--- src/rtl/cache_line_refill.sv ---
// rtl/cache_line_refill.sv - critical-word-first cache line refill engine
module cache_line_refill #(
    parameter int WAY_COUNT      = 2,
    parameter int SET_COUNT      = 64,
    parameter int WAY_WORD_COUNT = 4,
    localparam int WB = (WAY_COUNT > 1) ? $clog2(WAY_COUNT) : 1,
    localparam int SB = $clog2(SET_COUNT),
    localparam int OB = $clog2(WAY_WORD_COUNT),
    localparam int TB = 32 - OB - SB - 2
) (
    input  logic                        clk,
    input  logic                        rstn_i,
    input  logic                        start_i,
    input  logic [31:0]                 addr_i,
    input  logic [WB-1:0]               way_i,
    output logic                        busy_o,
    output logic                        done_o,
    output logic                        crit_valid_o,
    output logic [31:0]                 crit_rdata_o,
    output logic                        data_req_o,
    output logic [31:0]                 data_addr_o,
    input  logic                        data_gnt_i,
    input  logic                        data_rvalid_i,
    input  logic [31:0]                 data_rdata_i,
    output logic                        mem_enable_o,
    output logic                        mem_write_enable_o,
    output logic [SB-1:0]               mem_set_o,
    output logic [WB-1:0]               mem_way_o,
    output logic                        mem_line_valid_o,
    output logic [TB-1:0]               mem_line_tag_o,
    output logic [32*WAY_WORD_COUNT-1:0] mem_line_o,
    output logic [WAY_WORD_COUNT-1:0]   mem_line_ww_enable_o
);

    typedef enum logic [1:0] {IDLE, REQ, WAIT, WRITE} state_t;

    state_t state;
    state_t state_next;

    logic [SB-1:0]                 set_q;
    logic [WB-1:0]                 way_q;
    logic [TB-1:0]                 tag_q;
    logic [OB-1:0]                 word_cnt;
    logic [OB-1:0]                 rcv_cnt;
    logic [32*WAY_WORD_COUNT-1:0]  line_q;
    logic                          crit_valid_q;
    logic [31:0]                   crit_rdata_q;

    // Byte offset bits never reach the bus; words are always aligned.
    logic unused_addr_bits;
    assign unused_addr_bits = ^addr_i[1:0];

    // State register; reset aborts any refill in flight.
    always_ff @(posedge clk) begin
        if (!rstn_i) begin
            state <= IDLE;
        end else begin
            state <= state_next;
        end
    end

    // Next-state: one bus transaction at a time, line written once all words arrived.
    always_comb begin
        state_next = state;
        case (state)
            IDLE:    if (start_i) state_next = REQ;
            REQ:     if (data_gnt_i) state_next = WAIT;
            WAIT: begin
                if (data_rvalid_i) begin
                    state_next = (rcv_cnt == OB'(WAY_WORD_COUNT - 1)) ? WRITE : REQ;
                end
            end
            WRITE:   state_next = IDLE;
            default: state_next = IDLE;
        endcase
    end

    // Request capture, wrap-order word counter, line assembly and critical word.
    always_ff @(posedge clk) begin
        if (!rstn_i) begin
            set_q        <= '0;
            way_q        <= '0;
            tag_q        <= '0;
            word_cnt     <= '0;
            rcv_cnt      <= '0;
            line_q       <= '0;
            crit_valid_q <= 1'b0;
            crit_rdata_q <= '0;
        end else begin
            crit_valid_q <= 1'b0;
            if (state == IDLE && start_i) begin
                set_q    <= addr_i[OB+SB+1:OB+2];
                tag_q    <= addr_i[31:OB+SB+2];
                way_q    <= way_i;
                word_cnt <= addr_i[OB+1:2];
                rcv_cnt  <= '0;
            end
            if (state == WAIT && data_rvalid_i) begin
                for (int w = 0; w < WAY_WORD_COUNT; w++) begin
                    if (word_cnt == OB'(w)) begin
                        line_q[32*w +: 32] <= data_rdata_i;
                    end
                end
                // Counter width equals the line index width, so N-1 wraps to 0.
                word_cnt <= word_cnt + 1'b1;
                rcv_cnt  <= rcv_cnt + 1'b1;
                if (rcv_cnt == '0) begin
                    crit_valid_q <= 1'b1;
                    crit_rdata_q <= data_rdata_i;
                end
            end
        end
    end

    assign busy_o               = (state != IDLE);
    assign data_req_o           = (state == REQ);
    assign data_addr_o          = {tag_q, set_q, word_cnt, 2'b00};
    assign done_o               = (state == WRITE);
    assign mem_write_enable_o   = (state == WRITE);
    assign mem_enable_o         = (state == WRITE);
    assign mem_set_o            = set_q;
    assign mem_way_o            = way_q;
    assign mem_line_tag_o       = tag_q;
    assign mem_line_valid_o     = 1'b1;
    assign mem_line_o           = line_q;
    assign mem_line_ww_enable_o = '1;
    assign crit_valid_o         = crit_valid_q;
    assign crit_rdata_o         = crit_rdata_q;

endmodule

--- config.mk ---
export PLATFORM = sky130hd
export DESIGN_NAME = cache_line_refill
export DESIGN_NICKNAME = d
export VERILOG_FILES = /design/src/rtl/cache_line_refill.sv
export SDC_FILE = /design/constraint.sdc
export NUM_CORES = 1
export LEC_CHECK = 0
export CAP_MARGIN = 20
export CORE_ASPECT_RATIO = 0.75
export CORE_UTILIZATION = 44
export CTS_BUF_LIST = sky130_fd_sc_hd__clkbuf_4 sky130_fd_sc_hd__clkbuf_8
export DETAILED_ROUTE_END_ITERATION = 12
export HOLD_SLACK_MARGIN = 0.12
export PLACE_DENSITY = 0.93
export REMOVE_ABC_BUFFERS = 1
export SYNTH_ARGS = -nofsm -noshare
export SYNTH_HDL_FRONTEND = slang
export SYNTH_SLANG_ARGS = --single-unit
--- constraint.sdc ---
create_clock -name clk -period 1.6 [get_ports clk]
set_input_delay 0.24 -clock clk [delete_from_list [all_inputs] [get_ports clk]]
set_output_delay 0.24 -clock clk [all_outputs]
set_load 0.01 [all_outputs]
==> impl_metrics.ini <==
[detailed_routing]
drtIter0Drc = 384
dr.pass1.iters = 5
drc = 0
wirelength_mm = 20.7
viasPerCell = 5.25
num_vias = 6554
post_drt_wl_per_cell_um = 16.6
antenna_left = 0

[cts]
root_buffer = clkbuf_8
clock_latency_ps = 460
clk_pin_slew_worst_paths_ps = 110
clock_sinks = 196
cts_inserted_buffers = 17
clockBufferDepth = 2
htree_levels = 4
cts_tree = built

[pwr]
p_leak_nw = 4.93
power.total_mw = 9.25
ir_worst_vdd_mv = 0.682
powerDensity_nw_per_um2 = 906

[grt]
grtUsageTotal = 0.249
antenna_found_initial = 0
grt.overflow.total = 0
grt_max_degree = 66
grt_first_pass_wirelength_mm = 32.3
grt_pass1_vias = 6283

[final_layout]
drive_gt1_frac = 0.0833
antennaDiodeCount = 0
fin_util = 0.664
area_growth_pct = 46.3
nets = 1107
stdcell_count = 1249

[critical_path]
cpMaxStageDelayCell = or3b_4
critPathKind = reg -> reg
critical_path_buf_inv_count = 3
cp_cell_sequence = buf_4 -> buf_12 -> or3b_4 -> clkbuf_16 -> nand2_1 -> a21oi_1
worstPathRequired_ps = 1920
critical_path_arrival_ps = 1940
cp_max_fo = 18
slowest_delay_ps = 500
end_kind = register
crit_family = simple AND/OR/NAND/NOR gates
critPathLaunchType = register

[synthesis]
synth.ff_latch_count = 196
synth_warnings = 0
yosysSeqAreaShare = 0.562
syn_inst = 788
synth-async-reset-ratio = 0
postSynthAreaPerCell_um2 = 8.86
synth_cell_types = 35
synth_ff_type = dfxtp_1
synth_area_um2 = 6980
synth_edf_count = 0

[die]
die_area_um2 = 16400
std_cell_rows = 39
start_util = 0.454
io_pins = 302
die_h_um = 111
core_area_um2 = 15400
die_w_um = 147

[placement]
placed_cells = 1211
io_buffers = 292
dp_hpwl_mm = 14.4
gp_congestion = 0.838

[min_path]
min_path_type = in -> reg

[sta]
max_freq_ghz = 0.619
fin_crit_ps = 1610
hold_viol_final = 0
setup_ws_ps = -14.9
finalSetupViolCount = 2
slew_violations = 0
finClkSkew_ps = 15.3
rsz0062_at_grt = yes
period_share = 1.01

[outcome]
status = finished, violations left
failed_checks = setup timing

[flow_run]
maxCapViolCount = 0
-- flip-flops by register name, summed over array words and instances, names as in the netlist --
register,cells
state,2
word_cnt,2
rcv_cnt,2
mem_line_tag_o,22
crit_valid_o,1
crit_rdata_o,32
mem_set_o,6
mem_line_o,128
mem_way_o,1
-- Yosys cell counts (2+ instances only) --
cell type | count | area share
nand4b_2 | 4 | 0.0086
a21oi_1 | 32 | 0.023
nand3_1 | 161 | 0.12
and3b_1 | 2 | 0.0025
o21ai_0 | 161 | 0.12
nand3b_1 | 4 | 0.0043
ha_1 | 6 | 0.011
a31oi_1 | 2 | 0.0018
buf_4 | 39 | 0.042
buf_1 | 14 | 0.0075
buf_2 | 25 | 0.018
nand2_1 | 92 | 0.049
buf_6 | 2 | 0.0032
a211oi_1 | 2 | 0.0022
nor2_1 | 2 | 0.0011
clkbuf_1 | 21 | 0.011
inv_1 | 4 | 0.0022
conb_1 | 2 | 0.0011
clkbuf_2 | 2 | 0.0014
dfxtp_1 | 196 | 0.56
-- where the power goes --
| part | leakage, nW | switching (mW) | internal [mW] |
|---|---|---|---|
| Clock | 0.206 | 1.93 | 1.33 |
| Combinational | 3.14 | 0.503 | 0.460 |
| Sequential | 1.59 | 0.0669 | 4.97 |
| Total | 4.93 | 2.50 | 6.76 |
-- what timing repair did --
item                       CTS  global route
gates resized for setup    233            24
setup endpoints to repair  219            40
hold endpoints to repair     2             0
setup buffers                2             1
hold buffers                 1             0
pin swaps                    1             1
cloned                       0             3
-- final cells by class --
cell class                 count  area, µm²
fill                        1291       5160
sequential                   196       3940
timing repair buffer         322       3060
multi-input combinational    489       2520
tap                          205        256
clock buffer                  17        234
clock inverter                15        181
inverter                       5       18.8
-- final timing paths --
path	slack (ps)	cells after the start	startpoint	to
min	300	3	addr_i[12]	mem_line_tag_o[2]
max reg2reg	-10	6	state[1]	mem_line_tag_o[20]
max	-10	6	state[1]	mem_line_tag_o[20]
min reg2reg	470	2	mem_line_o[112]	mem_line_o[112]
-- worst min-delay path, delay by kind of cell --
family | cells | cell delay (ps)
compound gates | 1 | 50
buf+inv | 1 | 390
simple gates | 1 | 50
-- cells in the final DEF, fill, tap and decap left out, types with 3 or more instances in the layout --
| cell type | count |
|---|---|
| dlygate4sd2_1 | 214 |
| nand3_1 | 161 |
| conb_1 | 7 |
| o21ai_0 | 160 |
| a21oi_1 | 31 |
| inv_6 | 5 |
| clkinv_8 | 3 |
| buf_6 | 3 |
| nand2_2 | 5 |
| inv_8 | 3 |
| dfxtp_1 | 188 |
| nand3b_1 | 4 |
| buf_12 | 11 |
| dlymetal6s2s_1 | 6 |
| ha_1 | 6 |
| clkbuf_8 | 17 |
| inv_1 | 4 |
| buf_4 | 15 |
| dfxtp_2 | 7 |
| nand4b_4 | 3 |
| nand2_1 | 87 |
| clkbuf_2 | 3 |
| clkdlybuf4s50_1 | 66 |
-- through the flow --
stage / cell area, µm² / hold WS, ps / setup TNS [ps] / setup WS (ps)
4_1_cts: 10100 / 277 / -242 / -33.1
3_5_place_dp: 9940 / 461 / -844 / -45.0
5_1_grt: 10200 / 282 / -371 / -45.1
6_report: 10200 / 303 / -16.5 / -14.9
3_3_place_gp: 9940 / 445 / -5.06 / -1.74
2_1_floorplan: 6420 / 376 / -94250 / -1020
-- logic make-up (layout without fill, tap and decap cells) --
logic type,Yosys count,count (layout),share of synthesized area
flops,196,196,0.562
compound gates,201,201,0.146
simple gates,274,274,0.192
buf+inv,108,359,0.0860
mux,1,1,0.00143
other cells,2,7,0.00108
fa+ha+maj,6,6,0.0108
-- layer usage --
metal,up-vias,global-route usage,share of wire
li1,3165,-,-
met5,-,0,0
met1,3097,0.297,0.42
met4,0,0.0962,0.019
met2,258,0.423,0.49
met3,34,0.0695,0.076
(Power assumes the default switching activity.)
